===== src/rtl/gelato_types_pkg.sv =====
// Shared Gelato cache types plus the L2 refill arbiter state encoding.
package gelato_types;

   typedef logic [31:0]  addr_t;
   typedef logic [511:0] l1_cache_line_t;

   typedef enum logic [1:0] {L2A_IDLE, L2A_REQ, L2A_RESP} l2_arb_state_e;

endpackage


===== src/rtl/gelato_rr_picker.sv =====
// Combinational round-robin picker: first set request at or above ptr, wrapping at N.
module gelato_rr_picker #(
   parameter int unsigned N = 4,
   localparam int unsigned ID_W = $clog2(N)
) (
   input  logic [N-1:0]    req,
   input  logic [ID_W-1:0] ptr,
   output logic [ID_W-1:0] gnt_id,
   output logic            gnt_vld
);

   logic [N-1:0]  req_rot;
   logic [ID_W:0] sum;
   logic          found;

   always_comb begin
      // Bit i of the rotated vector is channel (ptr + i) mod N.
      req_rot = N'({req, req} >> ptr);
      found   = 1'b0;
      sum     = '0;
      for (int unsigned i = 0; i < N; i++) begin
         if (req_rot[i] && !found) begin
            found = 1'b1;
            sum   = {1'b0, ptr} + (ID_W+1)'(i);
         end
      end
      if (sum >= (ID_W+1)'(N)) begin
         sum = sum - (ID_W+1)'(N);
      end
      gnt_id  = sum[ID_W-1:0];
      gnt_vld = found;
   end

endmodule


===== src/rtl/gelato_l2_req_arbiter.sv =====
// Round-robin L1->L2 line-refill arbiter, one L2 transaction at a time.
// Define GELATO_L2_ARB_MERGE_EN to also complete every waiting channel that asked for the same line.
module gelato_l2_req_arbiter
   import gelato_types::*;
#(
   parameter int unsigned NUM_CH = 4,
   parameter int unsigned ADDR_W = $bits(addr_t),
   parameter int unsigned LINE_W = $bits(l1_cache_line_t),
   localparam int unsigned ID_W = $clog2(NUM_CH)
) (
   input  logic                           clk,
   input  logic                           rst_n,
   input  logic [NUM_CH-1:0]              ch_valid,
   input  logic [NUM_CH-1:0][ADDR_W-1:0]  ch_addr,
   output logic [NUM_CH-1:0]              ch_done,
   output logic [LINE_W-1:0]              ch_data,
   output logic                           l2_valid,
   output logic [ADDR_W-1:0]              l2_addr,
   input  logic                           l2_done,
   input  logic [LINE_W-1:0]              l2_data,
   output logic                           busy,
   output logic [ID_W-1:0]                grant_id
);

   l2_arb_state_e     state_q, state_d;
   logic [ID_W-1:0]   grant_id_q, grant_id_d;
   logic [ID_W-1:0]   rr_ptr_q, rr_ptr_d;
   logic [NUM_CH-1:0] ch_done_q, ch_done_d;
   logic [LINE_W-1:0] ch_data_q, ch_data_d;
   logic [ADDR_W-1:0] l2_addr_q, l2_addr_d;
   logic              l2_valid_q, l2_valid_d;
   logic              busy_q, busy_d;
   logic [ID_W-1:0]   pick_id;
   logic              pick_vld;

   gelato_rr_picker #(.N(NUM_CH)) u_picker (
      .req     (ch_valid),
      .ptr     (rr_ptr_q),
      .gnt_id  (pick_id),
      .gnt_vld (pick_vld)
   );

   always_comb begin
      state_d    = state_q;
      grant_id_d = grant_id_q;
      rr_ptr_d   = rr_ptr_q;
      ch_done_d  = '0;
      ch_data_d  = ch_data_q;
      l2_addr_d  = l2_addr_q;
      l2_valid_d = l2_valid_q;
      busy_d     = busy_q;
      case (state_q)
         L2A_IDLE: begin
            if (pick_vld) begin
               state_d    = L2A_REQ;
               grant_id_d = pick_id;
               l2_addr_d  = ch_addr[pick_id];
               l2_valid_d = 1'b1;
               busy_d     = 1'b1;
            end
         end
         L2A_REQ: begin
            if (l2_done) begin
               state_d               = L2A_RESP;
               ch_data_d             = l2_data;
               l2_valid_d            = 1'b0;
               ch_done_d[grant_id_q] = 1'b1;
`ifdef GELATO_L2_ARB_MERGE_EN
               // Masters hold valid/addr until their done, so the match taken here equals the RESP-cycle view.
               for (int unsigned c = 0; c < NUM_CH; c++) begin
                  if (ch_valid[c] && (ch_addr[c] == l2_addr_q)) begin
                     ch_done_d[c] = 1'b1;
                  end
               end
`endif
            end
         end
         L2A_RESP: begin
            state_d    = L2A_IDLE;
            busy_d     = 1'b0;
            grant_id_d = '0;
            rr_ptr_d   = (grant_id_q == ID_W'(NUM_CH - 1)) ? '0 : grant_id_q + 1'b1;
         end
         default: begin
            state_d    = L2A_IDLE;
            l2_valid_d = 1'b0;
            busy_d     = 1'b0;
            grant_id_d = '0;
         end
      endcase
   end

   always_ff @(posedge clk or negedge rst_n) begin
      if (!rst_n) begin
         state_q    <= L2A_IDLE;
         grant_id_q <= '0;
         rr_ptr_q   <= '0;
         ch_done_q  <= '0;
         ch_data_q  <= '0;
         l2_addr_q  <= '0;
         l2_valid_q <= 1'b0;
         busy_q     <= 1'b0;
      end else begin
         state_q    <= state_d;
         grant_id_q <= grant_id_d;
         rr_ptr_q   <= rr_ptr_d;
         ch_done_q  <= ch_done_d;
         ch_data_q  <= ch_data_d;
         l2_addr_q  <= l2_addr_d;
         l2_valid_q <= l2_valid_d;
         busy_q     <= busy_d;
      end
   end

   assign ch_done  = ch_done_q;
   assign ch_data  = ch_data_q;
   assign l2_valid = l2_valid_q;
   assign l2_addr  = l2_addr_q;
   assign busy     = busy_q;
   assign grant_id = grant_id_q;

endmodule


===== config.mk =====
export PLATFORM = sky130hd
export DESIGN_NAME = gelato_l2_req_arbiter
export DESIGN_NICKNAME = d
export VERILOG_FILES = /design/src/rtl/gelato_types_pkg.sv /design/src/rtl/gelato_rr_picker.sv /design/src/rtl/gelato_l2_req_arbiter.sv
export SDC_FILE = /design/constraint.sdc
export NUM_CORES = 1
export LEC_CHECK = 0
export BUFFER_PORTS_ARGS = -buffer_cell sky130_fd_sc_hd__clkbuf_2
export CORE_AREA = 2 2 461 463
export CTS_CLUSTER_DIAMETER = 150
export DETAILED_ROUTE_END_ITERATION = 16
export DIE_AREA = 0 0 463 465
export GPL_ROUTABILITY_DRIVEN = 0
export HOLD_SLACK_MARGIN = 0.05
export PLACE_DENSITY = 0.32
export SLEW_MARGIN = 40
export SYNTH_ARGS = -nofsm -noshare
export SYNTH_HDL_FRONTEND = slang
export SYNTH_SLANG_ARGS = --single-unit

===== constraint.sdc =====
create_clock -name clk -period 2.1 [get_ports clk]
set_clock_uncertainty 0.2 [all_clocks]
set_input_delay 0.315 -clock clk [delete_from_list [all_inputs] [get_ports clk]]
set_output_delay 0.315 -clock clk [all_outputs]
set_load 0.03 [all_outputs]

After elaboration in Yosys (flattened, before gate mapping)
Cells that the tools add are included.
{ "classes": {"addsub": 5, "magnitude_cmp": 4, "eq_ne": 5, "shift": 1, "muxes": 25, "n_bitwise": 2, "n_reduce_logical": 13} }
{ "op_table": {"columns": ["operator", "n"], "rows": [
  ["binary-select mux 32 bit (select 2 bit)", 1],
  ["2-to-1 mux 32 bit", 1],
  ["2-to-1 mux 2 bit", 6],
  ["2-to-1 mux 3 bit", 3],
  ["2-to-1 mux 4 bit", 2],
  ["case mux 2 bit (2 select lines)", 2],
  ["AND reduction 2 bit", 4],
  ["right shift 8 x 2 -> 4 bit", 1],
  ["2-to-1 mux 1 bit", 7],
  ["adder 2 x 2 -> 3 bit, second input constant", 2],
  ["less-than comparator 2 x 3 -> 1 bit, second input constant", 2],
  ["== test 2 bit, second input constant", 2],
  ["logical AND 1 bit", 4],
  ["inequality test 2 bit, second input constant", 2],
  ["adder 2 x 1 -> 3 bit, second input constant", 1],
  [">= comparator 3 bit, second input constant", 1],
  ["logical NOT 1 bit", 3],
  ["case mux 1 bit (3 select lines)", 1],
  ["AND reduction 3 bit", 1],
  ["adder 2 x 1 -> 2 bit, second input constant", 1],
  ["demux 1 bit (select 2 bit)", 1],
  ["== test 2 x 1 -> 1 bit, second input constant", 1],
  [">= comparator 2 x 1 -> 1 bit, second input constant", 1],
  ["logical NOT 2 bit", 1],
  ["other kinds (3)", 4]
]} }
{ "totals": {"regBits": 556, "in_bits": 647, "out_inout_bits": 552, "word_cells": 63} }

Depth between registers and ports, before layout
{ "logic_depth": {"ltp_word": 15, "ltp_mapped": 10, "mapped_depth_nobuf": 5} }

Hierarchy
From an unflattened synthesis, not the netlist that was laid out.
{ "unflattened": {"cells_unflattened": 1317, "area_unflattened_um2": 22018.6} }
{ "by_module_without_submodules": {"columns": ["mod", "instances", "cells_each", "area_per_inst_um2", "seq_area_each_um2"], "rows": [
  ["gelato_l2_req_arbiter", 1, 1305, 21944.8, 13913.3],
  ["gelato_rr_picker", 1, 12, 73.8, 0.0]
]} }

Least setup slack after synthesis
OpenSTA, ideal clock, no wires.
{ "synth_path": {"kind": "register to register", "startpoint": "register rr_ptr_q[1]", "endpoint": "register l2_addr_q[10] (netlist: l2_addr[10])", "setup_ns": 0.140, "arrival_time_ns": 1.567, "required_ns": 1.760, "slack_ns": 0.194, "stages_incl_launch_ff": 7, "path_buffers": 1, "period_less_slack_ns": 1.906, "cell_sequence": "dfrtp_1 > nand2b_1 > a21o_1 > clkbuf_1 > and3_1 > a2111oi_0 > a311oi_1"} }
{ "synth_via": {"elab_chain_cells": 15, "word_cells_on_any_way": 24, "cone_classes": "4 x add/sub; 1 x order compare; 1 x shift; 11 x mux; 7 x reduce/logical"} }
{ "synth_lines": {"columns": ["item", "line", "text"], "rows": [
  ["start, declared", "gelato_l2_req_arbiter.sv:27", "logic [ID_W-1:0] rr_ptr_q, rr_ptr_d;"],
  ["start signal, assigned", "gelato_l2_req_arbiter.sv:106", "rr_ptr_q <= rr_ptr_d;"],
  ["right shift 8 x 2 -> 4 bit", "gelato_rr_picker.sv:18", "req_rot = N'({req, req} >> ptr);"],
  ["2-to-1 mux 1 bit", "gelato_rr_picker.sv:22", "if (req_rot[i] && !found) begin"],
  ["logical NOT 1 bit", "gelato_rr_picker.sv:22", null],
  ["logical AND 1 bit", "gelato_rr_picker.sv:22", null],
  ["2-to-1 mux 1 bit", "gelato_rr_picker.sv:22", null],
  ["logical NOT 1 bit", "gelato_rr_picker.sv:22", null],
  ["logical AND 1 bit", "gelato_rr_picker.sv:22", null],
  ["2-to-1 mux 1 bit", "gelato_rr_picker.sv:22", null],
  ["logical NOT 1 bit", "gelato_rr_picker.sv:22", null],
  ["logical AND 1 bit", "gelato_rr_picker.sv:22", null],
  ["2-to-1 mux 3 bit", "gelato_rr_picker.sv:22", null],
  [">= comparator 3 bit or subtractor 2 x 1 -> 2 bit (tied branches)", "gelato_rr_picker.sv:27, gelato_rr_picker.sv:28", null],
  ["2-to-1 mux 2 bit", "gelato_rr_picker.sv:27", "if (sum >= (ID_W+1)'(N)) begin"],
  ["binary-select mux 32 bit (select 2 bit)", "gelato_l2_req_arbiter.sv:57", "l2_addr_d = ch_addr[pick_id];"],
  ["2-to-1 mux 32 bit (not written as such)", "gelato_l2_req_arbiter.sv:57", null],
  ["end signal, assigned", "gelato_l2_req_arbiter.sv:109", "l2_addr_q <= l2_addr_d;"],
  ["end, declared", "gelato_l2_req_arbiter.sv:30", "logic [ADDR_W-1:0] l2_addr_q, l2_addr_d;"]
]} }
Several ways; a longest one is shown, not always the timed one. The select of a mux whose other input is x is not followed.
A chain may end at the register's enable or synchronous reset.

Worst setup path in the final report
{ "layout_path": {"startpoint": "register rr_ptr_q[1]", "endpoint": "register l2_addr_q[0] (netlist: l2_addr[0])"} }
The elaborated chain is that of the path after synthesis.

==> impl_summary.md <==
Run status
The checks that failed: negative setup slack. The run finished, with violations left.

Yosys
The synthesized design spends more area on one cell type than any other, namely dfrtp_1. The number of nets handed over by synthesis was 3130. The number of warnings issued by yosys is 0. The mean post-synth cell area is ~8.8 µm². The number of distinct library cells after synthesis is 33. The synthesized flop and latch total is ~560. For this run, the register share of the synthesized area comes to 0.637. By area the synthesized netlist is led by dfrtp_1, nand2_1, buf_2, a2111oi_0, a311oi_1. The combined area of all synthesized cells is 0.0218 mm². The share of synthesized area in the top cell type comes to 0.637. Synthesis produced 2479 cells.

STA
The fraction of the cycle the final worst path needs is 1.03. The max-slew violation count was 0. The slew at the pin with the worst max-slew slack is ~0.61 ns. The count of endpoints failing setup in the final report is 17. The final worst-path setup slack is -0.0720 ns. The number of hold-slack violations in the final timing report is 0.

The time the final worst path needs with I/O delays and setup is 2.17 ns. Setup repair after global routing could not meet its margin everywhere. The relative max-transition margin is 0.595. Based on the critical path, the design can be clocked at up to 460 MHz. The total negative setup slack is -0.365 ns.

Critical path
The critical path capture point type is a flip-flop. STA classifies the critical path startpoint as a flip-flop. The maximum net fanout on the critical path is 16.

At the worst endpoint, the required time is 2.46 ns. STA puts the critical path data arrival time at roughly 2.5 ns. The worst setup path is of the flip-flop to flip-flop kind.

Layout
The utilization after layout is 0.201. In the final design database the tool counted 5067 nets. Leaving out fill and tap cells, the most frequent cell in the layout is nand2_1.

Summing all non-filler instances in the final layout gives an area of 0.0424 mm². The ratio of cells with drive above 1 in the final layout is 0.332. The layout overhead on the synthesized area is 94.3%. Leaving out fill and tap cells, the most frequent cells in the layout are nand2_1, clkbuf_2, dlygate4sd3_1, dfrtp_1, clkbuf_16.

Die
The initialized floorplan defines 169 standard-cell rows. The chip width is 463 µm. During I/O placement, the number of pins put on the boundary was 1199.

The core footprint is 0.211 mm². The initial core utilization is 0.104. The die covers 0.215 mm².

The die is ~470 µm tall.

Global routing
In the global route stage, overall resource usage came out at 0.131. The via count of the first global-routing pass was around 26000. The pin count of the biggest net entering global routing is 96. For this run the aggregate overflow at the end of global routing stands at 0. The first-pass GRT wire length is 202000 µm.

The initial antenna violation count came to 70.

Route
Using the TritonRoute via totals, the vias-per-cell ratio works out to 3.38. The remaining routing DRC violations is 0. The total via count in the routed design is 24719. The total routed wirelength is 148000 µm. The number of violations reported at the end of detailed-routing iteration 0 is 1210. The number of optimization iterations in the first detailed-route pass is 5. In this run the remaining antenna-violating nets after routing total 0. The detail-routed net length per standard cell is 20.2 µm.

Place
OpenSTA, run right after detailed placement, puts the worst setup slack at -0.151 ns. The number of port buffers is between 1000 and 1500. The estimated wirelength of the detail-placed design is 116000 µm.

The total cell area at the placement stage is 0.0319 mm².

Clock tree
The clock drives 556 sinks. TritonCTS built the clock tree. Buffers inserted during clock tree synthesis total 77.

The total number of H-tree levels is 3. The clock insertion delay at the later pin of the skew report is approximately 0.68 ns. The cell at the root of the clock tree is clkbuf_16. The clock edge transition at the registers on the reported setup and hold paths is 0.06 ns. The maximum buffer depth of the clock tree is 3.

Job
Across the run, the number of max-cap violations was 0.

Pwr
Summed over all cells, the static leakage comes to 21.9 nW. The peak supply drop is 576 µV. The power density normalized to cell area is between 1000 and 1500 mW/mm².

Hold path
The worst hold path belongs to the class input pin to asynchronous set/reset pin.
[cell type report]
type	count	area (µm²)
Inverter	5	31.3
Antenna cell	27	67.6
Timing Repair Buffer	2003	14500
Clock inverter	28	430
Fill cell	23607	168000
Tap cell	2821	3530
Clock buffer	109	2160
Sequential cell	556	13900
Multi-Input combinational cell	1773	7800
[cells in the mapped netlist]
cell / n
nand2_1: 1605
inv_2: 1
or3_1: 1
buf_4: 4
nand2b_1: 3
inv_1: 4
and3_1: 32
o22ai_1: 1
dfrtp_1: 556
nor2_1: 35
buf_6: 3
nand3_1: 2
o22a_4: 1
nor3b_1: 1
nand2_2: 1
nor3_2: 1
a211oi_4: 1
o21ai_0: 2
a21oi_1: 4
or2_2: 1
and2_1: 6
a211oi_1: 1
nor2b_1: 1
a21o_1: 2
mux2_2: 1
buf_2: 76
nor4_4: 1
a2111oi_0: 32
mux2i_1: 1
clkbuf_1: 62
o31ai_1: 1
ha_1: 4
a311oi_1: 32
[cells by family after synthesis]
logic type                 synth area share
and+or+nand+nor                       0.297
DFF                                   0.637
buffers and inverters                0.0319
AOI/OAI and AO/OA                    0.0304
adders and majority gates           0.00229
muxes                              0.000974
[per-stage QoR]
stage                     power (mW)  std cells  hold slack, ns
after floorplan                 29.3       2479          -0.181
after global placement          39.7       6451         0.00555
after detailed placement        39.7       6451         0.00674
after CTS                       55.4       7284          0.0503
after global routing            58.5       7313           0.103
final                           55.2       7322           0.118
[final timing paths]
kind,from,end,slack [ns],cells after the start
min in group clk,l2_data[380],ch_data[380],0.15,4
max,rr_ptr_q[1],l2_addr[0],-0.07,7
min reg2reg,ch_data[473],ch_data[473],0.27,2
max in group asynchronous,rst_n,ch_data[393],0.39,5
min,rst_n,ch_data[480],0.12,3
max reg2reg,rr_ptr_q[1],l2_addr[0],-0.07,7
[per-layer routing]
metal  vias to the layer above  part of all wire  wire, µm  global-route usage
li1                      11599                 -         -                   -
met1                     11859              0.44     65600               0.170
met2                      1044              0.45     65800               0.207
met3                       179             0.083     12200              0.0453
met4                        38             0.025      3660              0.0381
met5                         -            0.0016       239                   0
[timing repair]
action / CTS / global route
cloned: 1 / 9
pin swaps: 1 / 11
buffers inserted: 2 / 3
hold buffers: 693 / 0
hold endpoints to repair: 1104 / 0
gates resized for setup: 20 / 103
endpoints found under the setup margin: 34 / 275
[sequential cells by signal (all words and copies together) (netlist names)]
name and flops:
ch_done 4, l2_addr 32, rr_ptr_q 2, l2_valid 1, ch_data 512, grant_id 2
busy 1, state_q 2
[worst max-delay path, stage by stage, from the launching register on]
cell       delay, ns
dfrtp_1         0.41
buf_4           0.14
nand2_1         0.05
o22a_4          0.32
clkbuf_16       0.22
and3_1          0.18
a2111oi_1       0.40
a311oi_1        0.09
[power breakdown]
part	internal, mW	switching [mW]	total (mW)
registers	14.6	2.54	17.1
clock network	8.09	5.72	13.8
logic	6.89	17.4	24.3
Power figures use the tool's default switching activity.
